<file path="src/rtl/hazard_detect.sv">
// hazard_detect: ID-stage hazard flags, load-use and MDU stall control with EX/MEM destination shadows
module hazard_detect #(
  parameter int MUL_CYCLES = 2,
  parameter int DIV_CYCLES = 32
) (
  input  logic       clk,
  input  logic       rst,
  input  logic       id_valid,
  input  logic [4:0] id_rs,
  input  logic [4:0] id_rt,
  input  logic       id_rs_used,
  input  logic       id_rt_used,
  input  logic [4:0] id_wreg,
  input  logic       id_rf_we,
  input  logic [2:0] id_rf_wsel,
  input  logic       id_mdu_op,
  input  logic       id_mdu_div,
  input  logic       id_hilo_access,
  input  logic       mem_stall,
  output logic       id_ex_hazard_mem,
  output logic       id_ex_rs_hazard_reg,
  output logic       id_ex_rt_hazard_reg,
  output logic       id_mem_rs_hazard_mem,
  output logic       id_mem_rt_hazard_mem,
  output logic       id_mem_rs_hazard_reg,
  output logic       id_mem_rt_hazard_reg,
  output logic       stall_pc,
  output logic       stall_id,
  output logic       bubble_ex,
  output logic       mdu_busy,
  output logic       mdu_done
);
  localparam logic [2:0] WSEL_RAM = 3'b011;
  localparam int CW = $clog2(DIV_CYCLES > MUL_CYCLES ? DIV_CYCLES : MUL_CYCLES) + 1;
  typedef enum logic {IDLE, BUSY} mdu_state_t;
  typedef struct packed {
    logic       v;
    logic       we;
    logic [4:0] wreg;
    logic [2:0] wsel;
  } shadow_t;
  shadow_t ex_q, ex_d, mem_q, mem_d;
  mdu_state_t state_q, state_d;
  logic [CW-1:0] cnt_q, cnt_d;
  logic ex_rs, ex_rt, mem_rs, mem_rt, ex_load, mem_load, mdu_stall, mdu_start;
  always_comb begin
    ex_rs = id_valid & id_rs_used & ex_q.v & ex_q.we & (ex_q.wreg != 5'd0) & (ex_q.wreg == id_rs);
    ex_rt = id_valid & id_rt_used & ex_q.v & ex_q.we & (ex_q.wreg != 5'd0) & (ex_q.wreg == id_rt);
    mem_rs = id_valid & id_rs_used & mem_q.v & mem_q.we & (mem_q.wreg != 5'd0) & (mem_q.wreg == id_rs);
    mem_rt = id_valid & id_rt_used & mem_q.v & mem_q.we & (mem_q.wreg != 5'd0) & (mem_q.wreg == id_rt);
    ex_load = ex_q.wsel == WSEL_RAM;
    mem_load = mem_q.wsel == WSEL_RAM;
    id_ex_hazard_mem = (ex_rs | ex_rt) & ex_load;
    id_ex_rs_hazard_reg = ex_rs & ~ex_load;
    id_ex_rt_hazard_reg = ex_rt & ~ex_load;
    id_mem_rs_hazard_mem = mem_rs & ~ex_rs & mem_load;
    id_mem_rt_hazard_mem = mem_rt & ~ex_rt & mem_load;
    id_mem_rs_hazard_reg = mem_rs & ~ex_rs & ~mem_load;
    id_mem_rt_hazard_reg = mem_rt & ~ex_rt & ~mem_load;
    mdu_busy = state_q == BUSY;
    mdu_done = mdu_busy & (cnt_q == '0);
    mdu_stall = mdu_busy & ~mdu_done & id_valid & id_hilo_access;
    stall_pc = mem_stall | id_ex_hazard_mem | mdu_stall;
    stall_id = stall_pc;
    bubble_ex = (id_ex_hazard_mem | mdu_stall) & ~mem_stall;
    mem_d = mem_stall ? mem_q : ex_q;
    ex_d = mem_stall ? ex_q : bubble_ex ? '0 : {id_valid, id_rf_we, id_wreg, id_rf_wsel};
    mdu_start = ~mdu_busy & id_valid & id_mdu_op & ~stall_id;
    state_d = mdu_busy ? (mdu_done ? IDLE : BUSY) : (mdu_start ? BUSY : IDLE);
    cnt_d = mdu_start ? (id_mdu_div ? CW'(DIV_CYCLES - 1) : CW'(MUL_CYCLES - 1)) :
            mdu_busy & ~mdu_done ? cnt_q - CW'(1) : '0;
  end
  always_ff @(posedge clk or posedge rst) begin
    if (rst) begin
      ex_q <= '0;
      mem_q <= '0;
      state_q <= IDLE;
      cnt_q <= '0;
    end else begin
      ex_q <= ex_d;
      mem_q <= mem_d;
      state_q <= state_d;
      cnt_q <= cnt_d;
    end
  end
endmodule

</file>
<file path="config.mk">
export PLATFORM = sky130hd
export DESIGN_NAME = hazard_detect
export DESIGN_NICKNAME = d
export VERILOG_FILES = /design/src/rtl/hazard_detect.sv
export SDC_FILE = /design/constraint.sdc
export NUM_CORES = 1
export LEC_CHECK = 0
export ABC_AREA = 0
export CAP_MARGIN = 5
export CORE_MARGIN = 3
export CORE_UTILIZATION = 43
export DETAILED_ROUTE_END_ITERATION = 16
export HOLD_SLACK_MARGIN = 0.02
export PLACE_DENSITY_LB_ADDON = 0.2
export SYNTH_ARGS = -nofsm -noshare
export SYNTH_HDL_FRONTEND = slang
export SYNTH_SLANG_ARGS = --single-unit
</file>
<file path="constraint.sdc">
create_clock -name clk -period 2.3 [get_ports clk]
set_input_delay 0.46 -clock clk [delete_from_list [all_inputs] [get_ports clk]]
set_output_delay 0.46 -clock clk [all_outputs]
set_load 0.01 [all_outputs]
</file>
==> flow_summary.toml, run 1 <==
[routing]
drtAntennaViolNets = 0
dr.pass1.iters = 4
vias_per_cell = 5.01
avgRoutedWirePerCell_um = 14.3
drc = 0
via_count = 1419
drtIter0Drc = 53
drt_wl_total_um = 4050

[pwr]
clockPowerShare_pct = 11.6
p_leak_nw = 1.07
p_sw_share_pct = 34.2
seqPwrFrac_pct = 38.9
p_int_mw = 1.11
switchingPower_uw = 578
power_density_nw_per_um2 = 712
peakVddDrop_mv = 0.615
power_frac_comb_pct = 49.5

[global_route]
grt_pass1_vias = 1487
grt_pass1_wl_um = 6500
grt_overflow = 0
grt_max_degree = 31
antenna_found_initial = 0
grt_use_total_pct = 19.3

[floorplan]
die-width_um = 65.7
core_um2 = 3390
die_y_um = 65.7
num_rows = 21
ios = 40
die-area_um2 = 4320
initial_core_util_pct = 45.2

[finish]
stdcell_count = 283
antenna_cells = 0
drive_gt1_share_pct = 37.1
layout_common_cells = "buf_4 (45), dfrtp_1 (27), clkdlybuf4s50_1 (20)"
fillers = 256
nNetsFinal = 268
area_growth_pct = 55.2
final_common_cell = "buf_4"

[setup_path]
endpoint_kind = "output pin"
cp_max_fo = 4
path_class = "flop to output pin"
cp_data_arrival_time_ns = 2.29
cp.required_ns = 1.84
cp-start-kind = "flop"

[placed_design]
dpl.cell_count = 269
hpwl_um = 2890
io_buffers = 39
place_congestion = 0.845

[timing]
worst_slew_pin_slew_ns = 0.511
rsz0062_at_grt = "true"
setup_viol = 10
finalHoldViolations = 0
fmax_mhz = 364
fin_tns_setup_ns = -3.12
skew_ns = 0.00376
fin_ws_ns = -0.449
slew_headroom_pct = 65.6
finalMaxSlewViolations = 0
fin_crit_sh_pct = 120
whs_ns = 0.479
fin_crit_ns = 2.75

[clocking]
clk_path_buf_depth = 2
clock_latency_ns = 0.32
path_clk_slew_ns = 0.14
cts-htree-levels = 1
cts_sinks = 27
cts_root_buffer = "clkbuf_4"
cts_buffers = 3
cts_hold_buf = 0
cts_tree = "built"

[logic_synthesis]
synth_area_per_cell_um2 = 9.95
synthCells = 154
yosys.cell_types.count = 29
yosysWarningCount = 0
dominantRegCellSynth = "dfrtp_1"
synth_edf_count = 0
syn_area_um2 = 1530
synth_seq_area_share_pct = 44.1
syn_nets = 184
synth_seq_cells = 27
async_flop_share_pct = 100

[min_path]
hold_path_class = "input pin to asynchronous set/reset pin"

[status]
violations = "negative setup slack"
status = "finished with violations"

[flow_run]
maxCapViolCount = 0
cell families (layout without fill, tap and decap cells):
group | count (synthesis) | after routing | synth area share, %
AOI/OAI and AO/OA | 24 | 24 | 10.2
xor gates and xnor gates | 24 | 24 | 13.7
adders and majority gates | 2 | 2 | 1.63
buffers and inverters | 11 | 94 | 3.43
DFF | 27 | 27 | 44.1
muxes | 10 | 10 | 7.35
and+or+nand+nor | 56 | 56 | 19.6
worst paths after layout:
check / start / endpoint / cells after the start / slack (ns)
max in group asynchronous: rst / ex_q[5]$_DFFE_PP0N_ / 3 / 1.57
max reg2reg: ex_q[3]$_DFFE_PP0N_ / mdu_busy$_DFF_PP0_ / 9 / 0.17
min reg2reg: mem_q[9]$_DFFE_PP0N_ / mem_q[9]$_DFFE_PP0N_ / 1 / 0.53
min: rst / ex_q[6]$_DFFE_PP0N_ / 3 / 0.48
max: ex_q[3]$_DFFE_PP0N_ / stall_id / 7 / -0.45
min in group clk: mem_q[9]$_DFFE_PP0N_ / mem_q[9]$_DFFE_PP0N_ / 1 / 0.53
per-stage QoR:
stage	utilization, %	power, mW	setup slack [ns]	instance area (µm²)
after floorplan	-	1.10	-0.0154	1540
after global placement	65.6	1.44	-0.745	2220
after detailed placement	65.6	1.48	-0.754	2220
after CTS	69.2	1.70	-0.452	2350
after global routing	70.2	1.82	-0.497	2380
final	70.2	1.69	-0.449	2380
area by class of cell:
| class | count | area, µm² | area share [%] |
|---|---|---|---|
| inverter | 5 | 18.8 | 0.789 |
| sequential | 27 | 676 | 28.4 |
| clock inverter | 1 | 5.00 | 0.210 |
| clock buffer | 3 | 22.5 | 0.947 |
| multi-input combinational | 116 | 902 | 37.9 |
| timing repair buffer | 85 | 697 | 29.3 |
| tap | 46 | 57.6 | 2.42 |
state kept, by name, summed over array words and instances (netlist names):
register,cells
cnt_q,6
ex_q,10
mdu_busy,1
mem_q,10
cell usage after synthesis (4+ instances only):
library cell,instances,area [µm²]
nand2_1,15,56.3
nor3_1,4,20.0
nor2_1,9,33.8
nand4_1,5,31.3
o21ai_0,9,45.0
mux2_2,10,113
or3_1,5,31.3
o22ai_1,5,31.3
xor2_1,6,52.6
o21ai_1,5,25.0
xnor2_1,18,158
dfrtp_1,27,676
nand3b_1,10,75.1
inv_1,5,18.8
clkbuf_1,4,15.0
power groups by stage:
stage	combinational, mW	sequential (mW)	clock, mW
floorplan	0.425	0.674	0
global placement	0.776	0.665	0
detailed placement	0.803	0.673	0
CTS	0.836	0.657	0.209
global route	0.917	0.673	0.226
finish	0.838	0.658	0.197
metal layers:
metal,track usage (%),part of all wire [%]
met1,22.3,41
met2,37.0,53
met3,2.05,4.3
met4,5.44,1.5
met5,0,0
worst max-delay path, stage by stage, from the launching register on:
cell and delay (ns):
dfrtp_1 0.44, or4_4 0.53, o211ai_2 0.18, or3_4 0.16
a21oi_4 0.04, buf_4 0.14, or3_4 0.33, buf_2 0.15
repair_timing:
action / 4_1_cts / 5_1_grt
setup buffers: 10 / 1
resized for setup: 63 / 4
cloned: 0 / 0
setup endpoints to repair: 11 / 10
pin swaps: 9 / 2
(Power assumes the default switching activity.)
==> run 2, diff against run 1 <==
- CORE_UTILIZATION: 43 -> 55
- DONT_BUFFER_PORTS: unset -> 1
- RECOVER_POWER: unset -> 100
==> run 2 against run 1 <==
Cell count fell by 31%. Critical endpoint unchanged. Clock skew rose by 0.0017 ns. The flow still finishes with violations (negative setup slack). Count of clock-buffer cells in the layout did not move. Critical path type unchanged. Non-clock buffer count fell by 71. Wire length fell by 14%. Hold slack got worse by 0.22 ns. Sequential power rose by 5.2%. Utilization rose by 0.15 points.
==> flow_summary.toml, run 2 (same netlist as run 1, synthesis figures left out) <==
[placed_design]
hpwl_um = 2460
place_ws_ns = 0.125
place_congestion = 0.900
dpl.cell_count = 183
io_buffers = 0

[finish]
nNetsFinal = 197
layout_common_cells = "dfrtp_1 (26), xnor2_1 (17), nand2_1 (15)"
drive_gt1_share_pct = 27.1
stdcell_count = 196
final_common_cell = "dfrtp_1"
fillers = 206
antenna_cells = 0
largestRegisters = "ex_q (10), mem_q (10), cnt_q (6)"
area_growth_pct = 17.8

[setup_path]
r2r_start = "ex_q[3]$_DFFE_PP0N_"
cp-start-kind = "flop"
endpoint_kind = "output pin"
cp-startpoint = "ex_q[3]$_DFFE_PP0N_"
cp_data_arrival_time_ns = 2.07
path_class = "flop to output pin"
cp_max_fo = 4
cp.required_ns = 1.84

[floorplan]
die-area_um2 = 3460
ios = 40
num_rows = 18
core_um2 = 2570
die_y_um = 58.8
initial_core_util_pct = 59.7
die-width_um = 58.8

[timing]
finalMaxSlewViolations = 0
setup_viol = 10
rsz0062_at_grt = "true"
fin_crit_ns = 2.53
slew_headroom_pct = 7.07
worst_slew_pin_slew_ns = 1.39
fin_tns_setup_ns = -1.45
finalHoldViolations = 0
skew_ns = 0.00545
fin_crit_sh_pct = 110
fin_ws_ns = -0.226
fmax_mhz = 396

[clocking]
cts-htree-levels = 1
cts_root_buffer = "clkbuf_4"
clk_path_buf_depth = 2
path_clk_slew_ns = 0.14
clock_latency_ns = 0.32
cts_buffers = 3
cts_sinks = 27
cts_tree = "built"

[min_path]
hold_path_class = "input pin to flop"
hp-start = "mem_stall"

[routing]
drtIter0Drc = 36
drt_wl_total_um = 3490
avgRoutedWirePerCell_um = 17.8
drc = 0
via_count = 1193
drtAntennaViolNets = 0
vias_per_cell = 6.09
dr.pass1.iters = 4

[pwr]
switchingPower_uw = 518
seqPwrFrac_pct = 48.0
power_density_nw_per_um2 = 798
power_frac_comb_pct = 38.1
p_leak_nw = 0.731
p_int_uw = 922
total_power_mw = 1.44
clockPowerShare_pct = 13.9
peakVddDrop_mv = 0.583
p_sw_share_pct = 36.0

[global_route]
grt_pass1_wl_um = 5710
antenna_found_initial = 0
grt_use_total_pct = 21.7
grt_max_degree = 34
grt_pass1_vias = 1249
grt_overflow = 0

[flow_run]
maxCapViolCount = 0

[status]
violations = "negative setup slack"
status = "finished with violations"
run 2: changes by cell type in the layout (fill, tap and decap cells not counted), sizes merged:
cell           change
clkdlybuf4s15      -2
clkdlybuf4s50     -20
buf               -42
clkbuf             +1
dlygate4sd2        -9
bufbuf             +1
run 2: timing repair:
action                     in CTS  in global routing
pin swaps                       9                  3
buffers inserted                8                  1
resized for setup              15                  9
cloned                          1                  0
hold endpoints to repair        0                  0
hold buffers                    0                  0
setup endpoints to repair      10                 10
run 2: layout make-up:
type                            count  area (µm²)  area share (%)
Clock inverter                      1        5.00           0.277
Clock buffer                        3        22.5            1.25
Sequential cell                    27         677            37.5
Tap cell                           30        37.5            2.08
Multi-Input combinational cell    116         890            49.3
Timing Repair Buffer               14         155            8.59
Inverter                            5        18.8            1.04
run 2: critical path, cell delays in order (launching register included):
cell and delay [ns]:
dfrtp_1 0.45, or4_4 0.56, o211ai_4 0.18, or3_4 0.15, a21oi_4 0.04, or3_4 0.37
run 2: stage by stage:
stage / instance area, µm² / util (%) / hold slack, ns
CTS: 1760 / 68.7 / 0.0650
global placement: 1580 / 61.5 / 0.423
floorplan: 1540 / - / 0.476
finish: 1810 / 70.3 / 0.257
global route: 1810 / 70.3 / 0.240
detailed placement: 1580 / 61.5 / 0.426
run 2: final timing paths:
kind	endpoint	slack, ns	depth (start not counted)
setup / recovery	stall_id	-0.23	5
hold / removal	ex_q[3]$_DFFE_PP0N_	0.26	2
setup reg to reg	ex_q[8]$_DFFE_PP0N_	0.19	8
hold reg to reg	mem_q[0]$_DFFE_PP0N_	0.52	1
max in group asynchronous	ex_q[7]$_DFFE_PP0N_	0.92	2
min in group asynchronous	cnt_q[1]$_DFF_PP0_	0.47	2
run 2: power by group through the flow:
stage / registers, mW / logic, mW / clock network (mW)
CTS: 0.690 / 0.538 / 0.204
finish: 0.692 / 0.549 / 0.200
detailed placement: 0.703 / 0.502 / 0
floorplan: 0.674 / 0.425 / 0
global placement: 0.694 / 0.481 / 0
global route: 0.712 / 0.618 / 0.228
run 2: per-layer routing:
layer,wire (µm),track usage (%),vias up
met4,42,6.80,0
met5,0,0,-
met1,1360,25.7,600
met3,197,4.17,4
li1,-,-,564
met2,1890,39.1,25
==> run 3, diff against run 2 <==
- CAP_MARGIN: 5 -> unset
- CELL_PAD_IN_SITES_DETAIL_PLACEMENT: unset -> 0
- CELL_PAD_IN_SITES_GLOBAL_PLACEMENT: unset -> 2
- CORE_UTILIZATION: 55 -> 34
==> run 3 against run 2 <==
The flow still finishes with violations (negative setup slack). Global-route usage is 7.4 points lower. Power rose by 6.1%. Sequential share of layout area down 0.55 points. Cell count grew 11%. Die area rose by 55%. Largest cell class unchanged.
==> flow_summary.toml, run 3 (same netlist as run 1, synthesis figures left out) <==
[status]
status = "finished with violations"
violations = "negative setup slack"

[finish]
drive_gt1_share_pct = 29.8
stdcell_count = 218
antenna_cells = 0
final_common_cell = "dfrtp_1"
stdcell_area_um2 = 1840
multi_input_area_um2 = 912
nNetsFinal = 199
area_growth_pct = 20.0
layout_common_cells = "dfrtp_1 (24), nand2_1 (15), xnor2_1 (14)"
seq_area_um2 = 679
largestRegisters = "ex_q (10), mem_q (10), cnt_q (6)"
fillers = 408

[pwr]
power_frac_comb_pct = 37.0
p_sw_share_pct = 35.2
p_int_uw = 990
p_leak_nw = 0.742
switchingPower_uw = 538
power_density_nw_per_um2 = 831
peakVddDrop_mv = 0.497
seqPwrFrac_pct = 45.3
clockPowerShare_pct = 17.7

[routing]
drtIter0Drc = 29
vias_per_cell = 5.34
dr.pass1.iters = 4
drtAntennaViolNets = 0
via_count = 1165
drc = 0
drt_wl_total_um = 3580
avgRoutedWirePerCell_um = 16.4

[timing]
whs_ns = 0.306
finalHoldViolations = 0
skew_ns = 0.00456
fin_crit_ns = 2.42
worst_slew_pin_slew_ns = 1.48
fin_crit_sh_pct = 105
finalMaxSlewViolations = 0
setup_viol = 8
slew_headroom_pct = 1.48
rsz0062_at_grt = "true"
fmax_mhz = 413
fin_ws_ns = -0.120

[placed_design]
hpwl_um = 2670
dpl.cell_count = 206
place_congestion = 0.858
io_buffers = 0
placed_area_um2 = 1630

[setup_path]
rrSetupSlack_ns = 0.21
cp_data_arrival_time_ns = 1.96
cp.required_ns = 1.84
r2r.worst_path.cells = 7
cp-start-kind = "flop"
slowest_delay_ns = 0.50
endpoint_kind = "output pin"
cp_max_fo = 5
r2r_end = "mdu_busy$_DFF_PP0_"
path_class = "flop to output pin"
crit_buf_inv = 0
cp_cell_sequence = "or4_4 > o211ai_2 > or3_4 > a21oi_4 > or3_4"
r2r_start = "ex_q[5]$_DFFE_PP0N_"
crit_top_cell = "or3_4"
path_delay_family = "simple AND/OR/NAND/NOR gates"
crit_slowest_cell = "or4_4"

[floorplan]
die-area_um2 = 5350
die_y_um = 73.1
die-width_um = 73.1
num_rows = 23
core_um2 = 4170
ios = 40
initial_core_util_pct = 36.7

[clocking]
cts_tree = "built"
cts_sinks = 27
cts_buffers = 3
clock_latency_ns = 0.27
path_clk_slew_ns = 0.09
clk_path_buf_depth = 2
cts_root_buffer = "clkbuf_8"
cts-htree-levels = 1

[global_route]
grt_pass1_wl_um = 5930
grt_max_degree = 34
grt_use_total_pct = 14.3
antenna_found_initial = 0
grt_pass1_vias = 1225
grt_overflow = 0

[min_path]
hold_path_class = "input pin to flop"
hold_depth = 2
hp-start = "mem_stall"
min_to = "ex_q[8]$_DFFE_PP0N_"

[flow_run]
maxCapViolCount = 0
-- run 3: how the worst max path moves through the flow --
stage / startpoint / end / slack (ns) / cells past startpoint
2_1_floorplan: ex_q[3]$_DFFE_PP0N_ / stall_pc / -0.02 / 6
6_report: ex_q[5]$_DFFE_PP0N_ / stall_pc / -0.12 / 5
3_3_place_gp: ex_q[3]$_DFFE_PP0N_ / stall_pc / 0.14 / 5
5_1_grt: ex_q[5]$_DFFE_PP0N_ / stall_pc / -0.18 / 5
3_5_place_dp: ex_q[3]$_DFFE_PP0N_ / stall_pc / 0.09 / 5
4_1_cts: ex_q[5]$_DFFE_PP0N_ / stall_pc / -0.14 / 5
-- run 3: per-layer routing --
metal	part of all wire, %	wire [µm]	vias up	track usage (%)
li1	-	-	573	-
met1	50	1770	548	21.1
met2	41	1470	39	19.2
met3	7.9	284	5	4.13
met4	1.5	52	0	6.35
met5	0	0	-	0
-- run 3: power by group through the flow --
stage	Sequential, mW	Clock [mW]	Combinational, mW
detailed placement	0.707	0	0.509
CTS	0.689	0.284	0.556
floorplan	0.674	0	0.425
global placement	0.699	0	0.490
global route	0.709	0.305	0.627
finish	0.692	0.271	0.565
-- run 3: metrics by stage --
step	setup WS, ns	power (mW)	utilization [%]	setup TNS [ns]
6_report	-0.120	1.53	44.1	-0.450
5_1_grt	-0.185	1.64	44.1	-1.27
3_3_place_gp	0.141	1.19	39.0	0
2_1_floorplan	-0.0154	1.10	-	-0.0154
4_1_cts	-0.140	1.53	42.4	-0.350
3_5_place_dp	0.0874	1.22	39.0	0
-- run 3: final cells by class --
cell class	instances	share of cell area [%]
well taps	50	3.40
clock buffers	4	2.45
multi-input cells	116	49.6
inverters	5	1.02
repair buffers	16	6.60
flip-flops and latches	27	36.9
-- run 3: timing repair --
item | CTS | global route
setup buffers | 6 | 2
gates resized for setup | 15 | 13
hold buffers | 0 | 0
pin swaps | 11 | 3
setup endpoints to repair | 10 | 10
